**config.mk**
```make
export PLATFORM = sky130hd
export DESIGN_NAME = life_manager
export DESIGN_NICKNAME = d
export VERILOG_FILES = /design/src/rtl/life_manager.sv
export SDC_FILE = /design/constraint.sdc
export NUM_CORES = 1
export LEC_CHECK = 0
export ABC_AREA = 1
export CELL_PAD_IN_SITES_DETAIL_PLACEMENT = 0
export CELL_PAD_IN_SITES_GLOBAL_PLACEMENT = 1
export CORE_MARGIN = 10
export CORE_UTILIZATION = 41
export DETAILED_ROUTE_END_ITERATION = 10
export PLACE_DENSITY_LB_ADDON = 0.1
export SETUP_SLACK_MARGIN = 0.1
export SLEW_MARGIN = 20
export SYNTH_ARGS = -nofsm -noshare
export SYNTH_HDL_FRONTEND = slang
export SYNTH_SLANG_ARGS = --single-unit
export TNS_END_PERCENT = 100
```
**constraint.sdc**
```tcl
create_clock -name frame_clk -period 1.6 [get_ports frame_clk]
set_input_delay 0.32 -clock frame_clk [delete_from_list [all_inputs] [get_ports frame_clk]]
set_output_delay 0.32 -clock frame_clk [all_outputs]
set_load 0.02 [all_outputs]
```
**src/rtl/life_manager.sv**
```systemverilog
// life_manager
// Per-frame player-health controller. Turns collision and heart-pickup
// events into the 2-bit life count shown by the heart display. After each
// non-fatal hit it opens an invulnerability window and blinks the sprite.
// When the last life is lost it raises game_over.
//
// Parameters:
//   MAX_LIFE       life count after reset or restart (fits in 2 bits)
//   INVULN_FRAMES  frames of hit immunity after a non-fatal hit (>= 1)
//   BLINK_PERIOD   frames per flash phase during immunity (>= 1)
// Ports:
//   frame_clk   frame clock, one rising edge per video frame
//   RESET       asynchronous active-low reset
//   hit         collision level; may stay high for many frames
//   heal        heart pickup, single-cycle pulse
//   start       new-game request, single-cycle pulse
//   life        current life count (registered)
//   invuln      high while hits are ignored (registered)
//   flash       sprite blink phase, only high with invuln (registered)
//   game_over   high while the player is dead (registered)
module life_manager #(
    parameter int MAX_LIFE      = 3,
    parameter int INVULN_FRAMES = 60,
    parameter int BLINK_PERIOD  = 8
) (
    input  logic       frame_clk,
    input  logic       RESET,
    input  logic       hit,
    input  logic       heal,
    input  logic       start,
    output logic [1:0] life,
    output logic       invuln,
    output logic       flash,
    output logic       game_over
);

    localparam int IW = $clog2(INVULN_FRAMES + 1);
    localparam int BW = $clog2(BLINK_PERIOD + 1);
    localparam logic [1:0]    MAX_L    = MAX_LIFE[1:0];
    localparam logic [IW-1:0] INV_LOAD = IW'(INVULN_FRAMES - 1);
    localparam logic [BW-1:0] BLK_LAST = BW'(BLINK_PERIOD - 1);

    typedef enum logic [1:0] {
        ALIVE,
        INVULN,
        DEAD
    } state_t;

    state_t        state_q, state_d;
    logic [1:0]    life_q, life_d;
    logic          invuln_q, invuln_d;
    logic          flash_q, flash_d;
    logic          over_q, over_d;
    logic          hit_q;
    logic [IW-1:0] inv_cnt_q, inv_cnt_d;
    logic [BW-1:0] blk_cnt_q, blk_cnt_d;

    logic       hit_edge;
    logic [1:0] life_healed;

    // A held collision counts once: only a rising edge of hit is an event.
    assign hit_edge = hit & ~hit_q;

    // Healing saturates at three hearts rather than wrapping to zero.
    assign life_healed = (life_q == 2'd3) ? 2'd3 : life_q + 2'd1;

    // Next-state logic. start beats a hit edge, which beats heal.
    always_comb begin
        state_d   = state_q;
        life_d    = life_q;
        invuln_d  = invuln_q;
        flash_d   = flash_q;
        over_d    = over_q;
        inv_cnt_d = inv_cnt_q;
        blk_cnt_d = blk_cnt_q;

        if (start) begin
            state_d   = ALIVE;
            life_d    = MAX_L;
            invuln_d  = 1'b0;
            flash_d   = 1'b0;
            over_d    = 1'b0;
            inv_cnt_d = '0;
            blk_cnt_d = '0;
        end else begin
            unique case (state_q)
                ALIVE: begin
                    if (hit_edge) begin
                        if (life_q >= 2'd2) begin
                            state_d   = INVULN;
                            life_d    = life_q - 2'd1;
                            inv_cnt_d = INV_LOAD;
                            blk_cnt_d = '0;
                            invuln_d  = 1'b1;
                            flash_d   = 1'b1;
                        end else begin
                            state_d = DEAD;
                            life_d  = 2'd0;
                            over_d  = 1'b1;
                        end
                    end else if (heal) begin
                        life_d = life_healed;
                    end
                end
                INVULN: begin
                    // Hit edges are ignored here, including on the final
                    // immune cycle, so a hit must land after the exit edge.
                    if (heal) begin
                        life_d = life_healed;
                    end
                    if (inv_cnt_q == '0) begin
                        state_d   = ALIVE;
                        invuln_d  = 1'b0;
                        flash_d   = 1'b0;
                        blk_cnt_d = '0;
                    end else begin
                        inv_cnt_d = inv_cnt_q - IW'(1);
                        // Toggle on the last frame of each phase so every
                        // phase lasts exactly BLINK_PERIOD frames.
                        if (blk_cnt_q == BLK_LAST) begin
                            blk_cnt_d = '0;
                            flash_d   = ~flash_q;
                        end else begin
                            blk_cnt_d = blk_cnt_q + BW'(1);
                        end
                    end
                end
                DEAD: begin
                    life_d = 2'd0;
                    over_d = 1'b1;
                end
                default: begin
                    state_d = ALIVE;
                end
            endcase
        end
    end

    // State and output registers; reset forces a fresh game immediately.
    always_ff @(posedge frame_clk or negedge RESET) begin
        if (!RESET) begin
            state_q   <= ALIVE;
            life_q    <= MAX_L;
            invuln_q  <= 1'b0;
            flash_q   <= 1'b0;
            over_q    <= 1'b0;
            hit_q     <= 1'b0;
            inv_cnt_q <= '0;
            blk_cnt_q <= '0;
        end else begin
            state_q   <= state_d;
            life_q    <= life_d;
            invuln_q  <= invuln_d;
            flash_q   <= flash_d;
            over_q    <= over_d;
            hit_q     <= hit;
            inv_cnt_q <= inv_cnt_d;
            blk_cnt_q <= blk_cnt_d;
        end
    end

    assign life      = life_q;
    assign invuln    = invuln_q;
    assign flash     = flash_q;
    assign game_over = over_q;

endmodule

```
Yosys cells after proc, flatten, opt, wreduce, memory -nomap -nowiden
Index checks and enable logic that the tools add are counted.
{"block": "totals", "reg_bits": 18, "input_bits": 5, "output_inout_bits": 5, "wordCells": 73}
{"block": "op_classes", "n_addsub": 4, "n_lt_le_gt_ge": 1, "n_eq_ne": 11, "muxes": 35, "n_bitwise": 3, "n_reduce_logical": 11}
{"cell": "$mux 6", "n": 4}
{"cell": "$mux 4", "n": 5}
{"cell": "$mux 2", "n": 9}
{"cell": "$ne 3x3->1 const B", "n": 5}
{"cell": "$pmux 2 s3", "n": 2}
{"cell": "$pmux 6 s2", "n": 1}
{"cell": "$reduce_and 4->1", "n": 3}
{"cell": "$mux 1", "n": 10}
{"cell": "$reduce_and 3->1", "n": 3}
{"cell": "$pmux 4 s2", "n": 1}
{"cell": "$logic_not 6->1", "n": 1}
{"cell": "$pmux 1 s2", "n": 3}
{"cell": "$reduce_bool 3->1", "n": 2}
{"cell": "$sub 6x1->6 const B", "n": 1}
{"cell": "$add 4x1->4 const B", "n": 1}
{"cell": "$eq 2x2->1 const B", "n": 2}
{"cell": "$eq 4x3->1 const B", "n": 1}
{"cell": "$ne 4x4->1 const B", "n": 1}
{"cell": "$reduce_bool 4->1", "n": 1}
{"cell": "$add 2x1->2 const B", "n": 1}
{"cell": "$eq 2x1->1 const B", "n": 1}
{"cell": "$ge 2x2->1 const B", "n": 1}
{"cell": "$logic_not 2->1", "n": 1}
{"cell": "$ne 2x2->1 const B", "n": 1}
{"cell": "other kinds (3)", "n": 4}

Longest topological paths before layout
{"block": "depth", "depth_word": 6, "depth_mapped": 11, "ltp_nobuf": 10}

Least setup slack after synthesis
Ideal clock, no wire load.
{"block": "synth_timing", "path_type": "reg2reg", "from": "reg state_q[1]", "to": "reg flash_q (netlist: flash)", "setup_ps": 117, "arrival_time_ps": 1281, "setup_slack_ps": 202, "path_stages_with_launch": 12, "period_less_slack_ps": 1398, "cell_sequence": "dfrtp_1 > inv_1 > ha_1 > buf_4 > nor2_2 > nand2_1 > nand2_2 > nor2_8 > nand2_2 > nand2_2 > nand2_1 > nand2_1"}
{"block": "synth_via", "elab_chain_len": 3, "elab_cells_between_ends": 9, "classes_between": "eq/ne (4); mux (2); reduce/logical (3)"}
{"element": "start, declared", "line_no": "49", "rtl": "state_t state_q, state_d;"}
{"element": "start signal, assigned", "line_no": "151", "rtl": "state_q <= state_d;"}
{"element": "$eq 2x1->1 or $logic_not 2->1 (tied branches)", "line_no": "86", "rtl": "unique case (state_q)"}
{"element": "$ne 4x4->1 (no line) (tied with other cells)"}
{"element": "$reduce_and 4->1 (no line) or $mux 1 (tied branches)"}
{"element": "end signal, assigned", "line_no": "154", "rtl": "flash_q <= flash_d;"}
{"element": "end, declared", "line_no": "52", "rtl": "logic flash_q, flash_d;"}
Parallel ways exist; a longest one is shown, timed or not.
A chain may end at the register's enable or synchronous reset.

Final worst setup path
{"block": "layout_timing", "from": "reg state_q[0]", "to": "reg flash_q (netlist: flash)"}
Same word-level chain as after synthesis.

==> impl_metrics.toml <==
[routing]
drt_iter0_markers = 64
drt-vias-per-instance = 4.90
ant_nets = 0
vias = 1123
firstDrtPassIters = 4
drt-total-wl_mm = 2.84
wl_per_cell_microns = 12.4
drc_errors = 0

[grt]
grt_pass1_vias = 1120
antenna_found_initial = 0
grt_max_degree = 19
grt_overflow = 0
grt_pass1_wl_mm = 4.75
grt_usage_pct = 10.9

[cts]
clock_latency_ps = 310
htreeDepth = 1
cts_tree = "yes"
cts_made_buffers = 3
holdBufCountCts = 0
clk_pin_slew_ps = 120
cts.path.max_buffers = 2
cts-root-buf = "clkbuf_4"
clkSinkCount = 18

[setup_path]
rr_worst_depth = 10
startpoint_type = "register"
r2r_slack_ps = 120
cp_common_cell = "nand2_4"
critPathSlowestCell = "dfrtp_2"
cp-end-kind = "register"
arrival_ps = 1740
crit_family = "simple AND/OR/NAND/NOR gates"
crit_path_start = "state_q[0]"
slowest_delay_ps = 430
worstSetupPathType = "register to register"
critPathMaxFanout = 5
path_buf_inv = 2
timing.rr.end = "flash"
crit_chain = "inv_2 -> ha_4 -> buf_6 -> nand3_4 -> nand2_4 -> nor2_8 -> nand2_4 -> nand2_4 -> nand2_2 -> nand2_2"
cp_data_required_time_ps = 1860
reg2reg_from = "state_q[0]"

[pwr]
finalPower_w = 0.00271
irDropWorstVdd_mv = 0.984
p_per_area_nw_per_um2 = 1680
power.leakage_nw = 0.831

[floorplanning]
core_region_area_sq_um = 2760
die_h_microns = 73.8
rows = 19
start_util_pct = 43.0
die_w_microns = 73.8
pin_count = 10
dieArea_sq_um = 5440

[final_layout]
nNetsFinal = 210
diodes = 0
drive_above_1_share_pct = 33.8
syn_to_final_growth_pct = 35.7
final_util_pct = 58.3
design_area_sq_um = 1610
fin_cells = 229

[synth]
synth_edf_count = 0
synth_nets = 175
ys_types = 24
ys.flop_type = "dfrtp_1"
ys_seq_area_share_pct = 38.2
yosysWarningCount = 0
synth_async_sr_flop_share_pct = 100
ys_ff_latch = 18
synthCells = 164
synth_area_per_cell_sq_um = 7.23
synth_area_sq_um = 1190

[timing]
hold_viol = 0
worst_pin_slew_ps = 274
timing.max_slew.rel_slack_pct = 81.7
setup_viol = 0
rsz0062_at_grt = "yes"
skew_ps = 4.12
max_freq_mhz = 676
min_period_ps = 1480
post-route-period-util_pct = 92.4
fin_worst_hold_slack_ps = 325
finalMaxSlewViolations = 0

[placement]
io_buffers = 9
dp_cells = 219
dpl_cell_area_sq_um = 1420
dpl.hpwl_mm = 2.09
gp_congestion = 0.814

[outcome]
status = "finished clean"

[flow_run]
maxCapViolations = 0

[min_path]
hold_path.class = "primary input to async pin"
[state kept, by name (all words and copies together) (netlist names)]
register	flops
life	2
inv_cnt_q	6
state_q	2
invuln	1
flash	1
blk_cnt_q	4
game_over	1
hit_q	1
[through the flow]
step | setup slack [ps] | TNS (ps)
after floorplan | 202 | 0
after global placement | -120 | -1450
after detailed placement | -142 | -1820
after CTS | 55.4 | 0
after global routing | 36.2 | 0
final | 121 | 0
[area by class of cell]
| cell class | count | area, sq um |
|---|---|---|
| flip-flops and latches | 18 | 454 |
| clock buffers | 4 | 36.3 |
| multi-input cells | 124 | 747 |
| fillers | 256 | 1150 |
| inverters | 22 | 85.1 |
| repair buffers | 30 | 248 |
| well taps | 31 | 38.8 |
[cells in the final DEF, fill, tap and decap left out]
cell,instances
nor2_1,12
buf_6,3
nand3_1,11
nor2_4,3
a31oi_1,1
nor3_1,1
xor2_1,1
nand3_2,3
dfstp_2,2
nand2_1,44
a21oi_1,3
nand4_1,5
nand2_4,5
ha_4,2
clkbuf_4,3
nand3_4,1
nand2_2,10
ha_1,4
clkbuf_2,2
o21ai_0,5
dlygate4sd2_1,3
nor2_8,1
inv_2,3
o21ai_1,4
clkdlybuf4s50_1,3
dfrtp_1,15
buf_4,18
or2_2,1
inv_4,1
dlymetal6s2s_1,1
dfrtp_2,1
nor2_2,7
inv_1,18
clkbuf_8,1
[worst max-delay path by stage]
stage / depth (start not counted) / to / slack, ps
2_1_floorplan: 11 / flash / 200
3_5_place_dp: 8 / inv_cnt_q[4] / -140
3_3_place_gp: 8 / inv_cnt_q[0] / -120
6_report: 10 / flash / 120
4_1_cts: 1 / life[0] / 60
5_1_grt: 10 / flash / 40
[worst register-to-register path, cell delays in order, from the launching register on]
cell	delay (ps)
dfrtp_2	430
inv_2	70
ha_4	160
buf_6	120
nand3_4	110
nand2_4	90
nor2_8	180
nand2_4	90
nand2_4	80
nand2_2	50
nand2_2	60
[power by group]
part | leakage, nW | internal, W | switching [W]
logic | 0.585 | 0.000682 | 0.000955
registers | 0.225 | 0.000624 | 0.000147
clock network | 0.0210 | 0.000139 | 0.000163
total | 0.831 | 0.00145 | 0.00126
[routing by layer]
| metal | GRT usage [%] | wire [microns] |
|---|---|---|
| met4 | 4.97 | 16 |
| met3 | 2.83 | 143 |
| met2 | 17.7 | 1380 |
| met5 | 0 | 0 |
| met1 | 13.0 | 1300 |
[synth_stat cells, types with 3 or more instances]
| library cell | n | area, sq um |
|---|---|---|
| nand2_2 | 4 | 25.0 |
| nor2_1 | 16 | 60.1 |
| nand3_1 | 14 | 70.1 |
| inv_1 | 21 | 78.8 |
| nand2_1 | 53 | 199 |
| o21ai_0 | 5 | 25.0 |
| nand4_1 | 5 | 31.3 |
| a21oi_1 | 3 | 15.0 |
| ha_1 | 6 | 75.1 |
| nor2_2 | 3 | 18.8 |
| dfrtp_1 | 16 | 400 |
| o21ai_1 | 4 | 20.0 |
[kinds of logic after synthesis]
group                      count (synthesis)  synth area share (%)
and+or+nand+nor                          102                  40.4
adders and majority gates                  6                  6.33
DFF                                       18                  38.2
xor gates and xnor gates                   1                 0.739
buffers and inverters                     24                  8.76
AOI/OAI and AO/OA                         13                  5.59
[what timing repair did]
item,4_1_cts,5_1_grt
hold endpoints to repair,0,0
endpoints found under the setup margin,13,17
cloned,0,2
gates resized for setup,14,28
pin swaps,2,17
buffers inserted,2,2
(Power assumes the default switching activity.)
